$ cat src/rtl/ram8_pkg.sv
// Purpose: shared types and sizes for the 8x16 register memory slice.
// Latency: n/a (types and constants only).
// Backpressure: n/a.
package ram8_pkg;

  typedef shortint    word_t;
  typedef logic [2:0] addr_t;

  localparam int DEPTH = 8;

  typedef enum logic {IDLE, CLEAR} state_t;

endpackage

$ cat src/rtl/my_mux8way16.sv
// Purpose: 8-way 16-bit read multiplexer selecting one of eight words.
// Latency: purely combinational, zero cycles.
// Backpressure: none; output follows sel and inputs continuously.
module my_mux8way16
  import ram8_pkg::*;
(
  input  word_t in0,
  input  word_t in1,
  input  word_t in2,
  input  word_t in3,
  input  word_t in4,
  input  word_t in5,
  input  word_t in6,
  input  word_t in7,
  input  addr_t sel,
  output word_t out
);

  // Select one of the eight inputs by sel.
  always_comb begin
    out = in0;
    case (sel)
      3'd0: out = in0;
      3'd1: out = in1;
      3'd2: out = in2;
      3'd3: out = in3;
      3'd4: out = in4;
      3'd5: out = in5;
      3'd6: out = in6;
      3'd7: out = in7;
      default: out = in0;
    endcase
  end

endmodule

$ cat src/rtl/ram8_16.sv
// Purpose: 8x16 register memory with single-port write and an 8-cycle clear sweep.
// Latency: reads are combinational; a write is visible right after its edge.
// Backpressure: ready=0 during the sweep; load/clr arriving then are dropped, not queued.
module ram8_16
  import ram8_pkg::*;
(
  input  logic  clk,
  input  logic  rst_n,
  input  word_t in,
  input  addr_t address,
  input  logic  load,
  input  logic  clr,
  output word_t out,
  output logic  ready
);

  state_t           state_q, state_d;
  addr_t            cnt_q, cnt_d;
  logic [DEPTH-1:0] we;
  word_t            wdata;
  word_t            word [DEPTH];

  // Sequencer state and sweep counter; reset may land mid-sweep.
  always_ff @(posedge clk or negedge rst_n) begin
    if (!rst_n) begin
      state_q <= IDLE;
      cnt_q   <= 3'd0;
    end else begin
      state_q <= state_d;
      cnt_q   <= cnt_d;
    end
  end

  // Next state plus write-enable decode: address in IDLE (clr beats load), cnt in CLEAR.
  always_comb begin
    state_d = state_q;
    cnt_d   = cnt_q;
    we      = '0;
    wdata   = in;
    case (state_q)
      IDLE: begin
        if (clr) begin
          state_d = CLEAR;
          cnt_d   = 3'd0;
        end else if (load) begin
          we[address] = 1'b1;
        end
      end
      CLEAR: begin
        we[cnt_q] = 1'b1;
        wdata     = '0;
        // cnt wraps 7 -> 0 naturally as the sweep ends.
        cnt_d     = cnt_q + 3'd1;
        if (cnt_q == 3'd7) state_d = IDLE;
      end
      default: begin
        state_d = IDLE;
        cnt_d   = 3'd0;
      end
    endcase
  end

  // Word storage; async reset zeroes every word so out drops to 0 without a clock.
  always_ff @(posedge clk or negedge rst_n) begin
    if (!rst_n) begin
      for (int i = 0; i < DEPTH; i++) word[i] <= '0;
    end else begin
      for (int i = 0; i < DEPTH; i++) begin
        if (we[i]) word[i] <= wdata;
      end
    end
  end

  assign ready = (state_q == IDLE);

  my_mux8way16 u_mux (
    .in0 (word[0]),
    .in1 (word[1]),
    .in2 (word[2]),
    .in3 (word[3]),
    .in4 (word[4]),
    .in5 (word[5]),
    .in6 (word[6]),
    .in7 (word[7]),
    .sel (address),
    .out (out)
  );

endmodule

$ cat config.mk
export PLATFORM = sky130hd
export DESIGN_NAME = ram8_16
export DESIGN_NICKNAME = d
export VERILOG_FILES = /design/src/rtl/ram8_pkg.sv /design/src/rtl/my_mux8way16.sv /design/src/rtl/ram8_16.sv
export SDC_FILE = /design/constraint.sdc
export NUM_CORES = 1
export LEC_CHECK = 0
export CORE_ASPECT_RATIO = 0.8
export CORE_MARGIN = 3
export CORE_UTILIZATION = 63
export DETAILED_ROUTE_END_ITERATION = 7
export GPL_ROUTABILITY_DRIVEN = 0
export GPL_TIMING_DRIVEN = 0
export PLACE_DENSITY_LB_ADDON = 0.2
export SLEW_MARGIN = 10
export SYNTH_ARGS = -nofsm -noshare
export SYNTH_HDL_FRONTEND = slang
export SYNTH_SLANG_ARGS = --single-unit
export TNS_END_PERCENT = 1
$ cat constraint.sdc
create_clock -name clk -period 4.4 [get_ports clk]
set_clock_uncertainty 0.05 [all_clocks]
set_input_delay 0.88 -clock clk [delete_from_list [all_inputs] [get_ports clk]]
set_output_delay 0.88 -clock clk [all_outputs]
set_load 0.02 [all_outputs]
==> metrics.md <==
| Metric | Value |
|---|---|
| Status | `completed` |
| Routed vias | `5026` |
| Max Freq | `229 MHz` |
| Worst Setup End Kind | `output port` |
| Final Hold Violating Endpoints | `0` |
| Yosys top cell by area | `dfrtp_1` |
| Yosys reg bits | `132` |
| Layout cell share with drive strength beyond 1 | `10.8%` |
| Mean Syn Cell Area | `11.0 µm²` |
| Leakage Power | `4.22 nW` |
| Fin crit share | `99.2%` |
| Area contributors post-synth | `dfrtp_1, mux2i_1, nand2_1` |
| Number of diodes | `0` |
| Mux cell area share after synthesis | `26.7%` |
| CTS Buffer Depth | `2` |
| Latest clock arrival within the worst-skew pair | `roughly 0.4 ns` |
| Syn Nets | `622` |
| Pre-CTS WS | `-0.0117 ns` |
| PortBufs | `39` |
| Initial Utilization | `66.5%` |
| Crit path DAT | `~3.4 ns` |
| Drt pass-1 iters | `5` |
| Clock Pin Slew Worst Setup and Hold Paths | `roughly 0.05 ns` |
| Clk root buf | `clkbuf_16` |
| 1st-iter DRT viols | `between 400 and 500` |
| Slew Viols, Final | `0` |
| Peak supply drop | `0.387 mV` |
| Clock Sinks | `between 100 and 150` |
| Die height | `about 100 µm` |
| Fin crit period | `around 4.4 ns` |
| Initial antenna violation count | `0` |
| Core area | `0.00989 mm²` |
| Final core utilization | `between 70 and 80%` |
| DPL Wire Length | `12.0 mm` |
| CTS tree | `built` |
| Distinct cells, synth | `35` |
| Post-Route WL | `17.9 mm` |
| Vias in the first global route | `5356` |
| Die Wd | `120 µm` |
| Synth Warn # | `0` |
| Cts hold-fix bufs | `0` |
| GR Overflow Total | `0` |
| Placement Rows | `32` |
| Ports | `40` |
| Syn Inst Count | `approximately 600` |
| Final ANT Viol Nets | `0` |
| Pwr dens | `514 mW/mm²` |
| Hold Path Class | `input port to asynchronous set/reset pin` |
| Most used DFF post-synth | `dfrtp_1` |
| Max-Cap Viols | `0` |
| Layout Nets | `680` |
| Area delta synth->final | `18.4%` |
| WHS | `0.433 ns` |
| Synth Area in Adders | `0.381%` |
| Number of fill cells in the layout | `653` |
| Pwr Total | `4.00 mW` |
| RSZ-0062 raised after global routing | `true` |
| DR WL/cell | `22.3 µm` |
| Largest net degree at the start of global routing | `72` |
| Slew @ Worst Pin | `between 0.6 and 0.7 ns` |
| Gr usage total | `32.3%` |
| Largest family of logic cells by synthesized area | `multiplexers` |
| Worst Path Required | `between 3 and 4 ns` |
| Sequential fraction of the synthesis area | `50.3%` |
| CP Buf/Inv Count | `4` |
| Crit-path max cell delay | `about 0.61 ns` |
| Slowest stage cell, crit path | `clkdlybuf4s50_1` |
| Xor-xnor portion of the synthesized cell area | `0%` |
| Family with the most delay on the worst path | `buffers and inverters` |
| Die ar. | `0.0117 mm²` |
| Final setup violation count | `0` |
| Post-Syn Area | `0.00657 mm²` |
| Startpoint Class | `input port` |
| CP cell instances | `clkdlybuf4s50_1 -> buf_2 -> buf_2 -> mux2i_1 -> o22ai_1 -> o22a_1 -> clkdlybuf4s50_1` |
| First-pass GRT wire length | `28.8 mm` |
| Avg Vias per Cell | `6.26` |
| H-tree depth | `4` |
| Post-synthesis simple-gate area fraction | `13.1%` |
| Slew HR | `~56%` |
| EDFF count, synth | `0` |
| Max Fanout on Critical Path | `10` |
| Final worst-path setup slack | `roughly 0.037 ns` |
| Setup Crit Path Kind | `input port to output port` |
| Yosys top cell area share | `~50%` |
| Worst R2R Setup Slack | `between 2 and 2.5 ns` |
| Drt drc | `0` |
| Setup Fix Bufs, Post-CTS | `0` |
| Synth Area in Compound Gates | `between 6 and 7%` |
| Inserted Clock Buffers | `17` |
| Setup_tns | `0 ns` |
| Post-synth ARST share | `100%` |
## state kept, by name, summed over array words and instances, names as in the netlist
signal and flops:
word 128, state_q 1, cnt_q 3
## what timing repair did
item,CTS,global route
endpoints found under the setup margin,1,13
pin swaps,0,0
resized for setup,1,12
## path summary, 6_finish.rpt
path	start	to	cells after the start
min reg2reg	word[24]$_DFFE_PN0P_	word[24]$_DFFE_PN0P_	2
min in group clk	word[24]$_DFFE_PN0P_	word[24]$_DFFE_PN0P_	2
min	rst_n	word[79]$_DFFE_PN0P_	1
max reg2reg	cnt_q[2]$_DFFE_PN0P_	word[87]$_DFFE_PN0P_	6
max in group asynchronous	rst_n	word[58]$_DFFE_PN0P_	2
max	address[2]	out[3]	7
## synth_stat cells, types with 3 or more instances
library cell / instances
o22a_1: 15
clkbuf_1: 21
nand2_2: 6
nand4bb_1: 3
dfrtp_1: 132
nor3b_1: 12
nand4b_1: 3
inv_1: 5
buf_2: 13
buf_4: 4
a22o_1: 3
nand2b_1: 3
a211oi_1: 13
o22ai_1: 15
a221oi_1: 3
nor2_1: 3
mux2i_1: 174
nand2_1: 147
## report_power, final
group | internal (mW) | switching (mW)
registers | 1.46 | 0.144
clock network | 0.895 | 0.512
logic | 0.372 | 0.624
total | 2.72 | 1.28
## worst reg2reg max path: cells and delay by family, from the launching register on
kind          cells  cell delay, ns
flops             1            0.35
buf+inv           3            1.13
mux               1            0.18
simple gates      2            0.33
## through the flow
step,cell area [µm²],std cells
after floorplan,6570,597
after global placement,7130,772
after detailed placement,7160,773
after CTS,7740,804
after global routing,7780,803
final,7780,803
## area by class of cell
type	instances	area, µm²	area share, %
clock inverter	11	135	1.74
tap	136	170	2.19
sequential	132	3300	42.4
buffer	41	209	2.68
multi-input combinational	417	3080	39.6
timing repair buffer	40	419	5.38
clock buffer	20	447	5.74
inverter	6	22.5	0.289
## routing by layer
| metal | vias up | GRT usage [%] | wire [µm] |
|---|---|---|---|
| li1 | 2210 | - | - |
| met1 | 2597 | 43.6 | 7790 |
| met2 | 180 | 49.7 | 8510 |
| met3 | 39 | 9.90 | 1230 |
| met4 | 0 | 11.6 | 397 |
| met5 | - | 0 | 0 |
## placed cells by master, fill, tap and decap left out, types with 6 or more instances in the layout
cell type        Yosys  layout
o22ai_2              0       6
buf_2               13      12
nand2_1            147     147
clkbuf_1            21      19
o22ai_1             15       9
clkdlybuf4s50_1      0      38
clkinv_2             0       6
dfrtp_1            132     132
nand2_2              6       6
clkbuf_16            0      17
a211oi_1            13      13
nor3b_1             12      12
mux2i_1            174     174
o22a_1              15      15
## cells by family after synthesis
logic type,count (synthesis)
multiplexers,175
flip-flops,132
adder cells (fa/ha/maj),2
AND/OR/NAND/NOR,187
AO/OA/AOI/OAI,53
buffers and inverters,48
No activity file was read; power rests on OpenSTA's default activity.
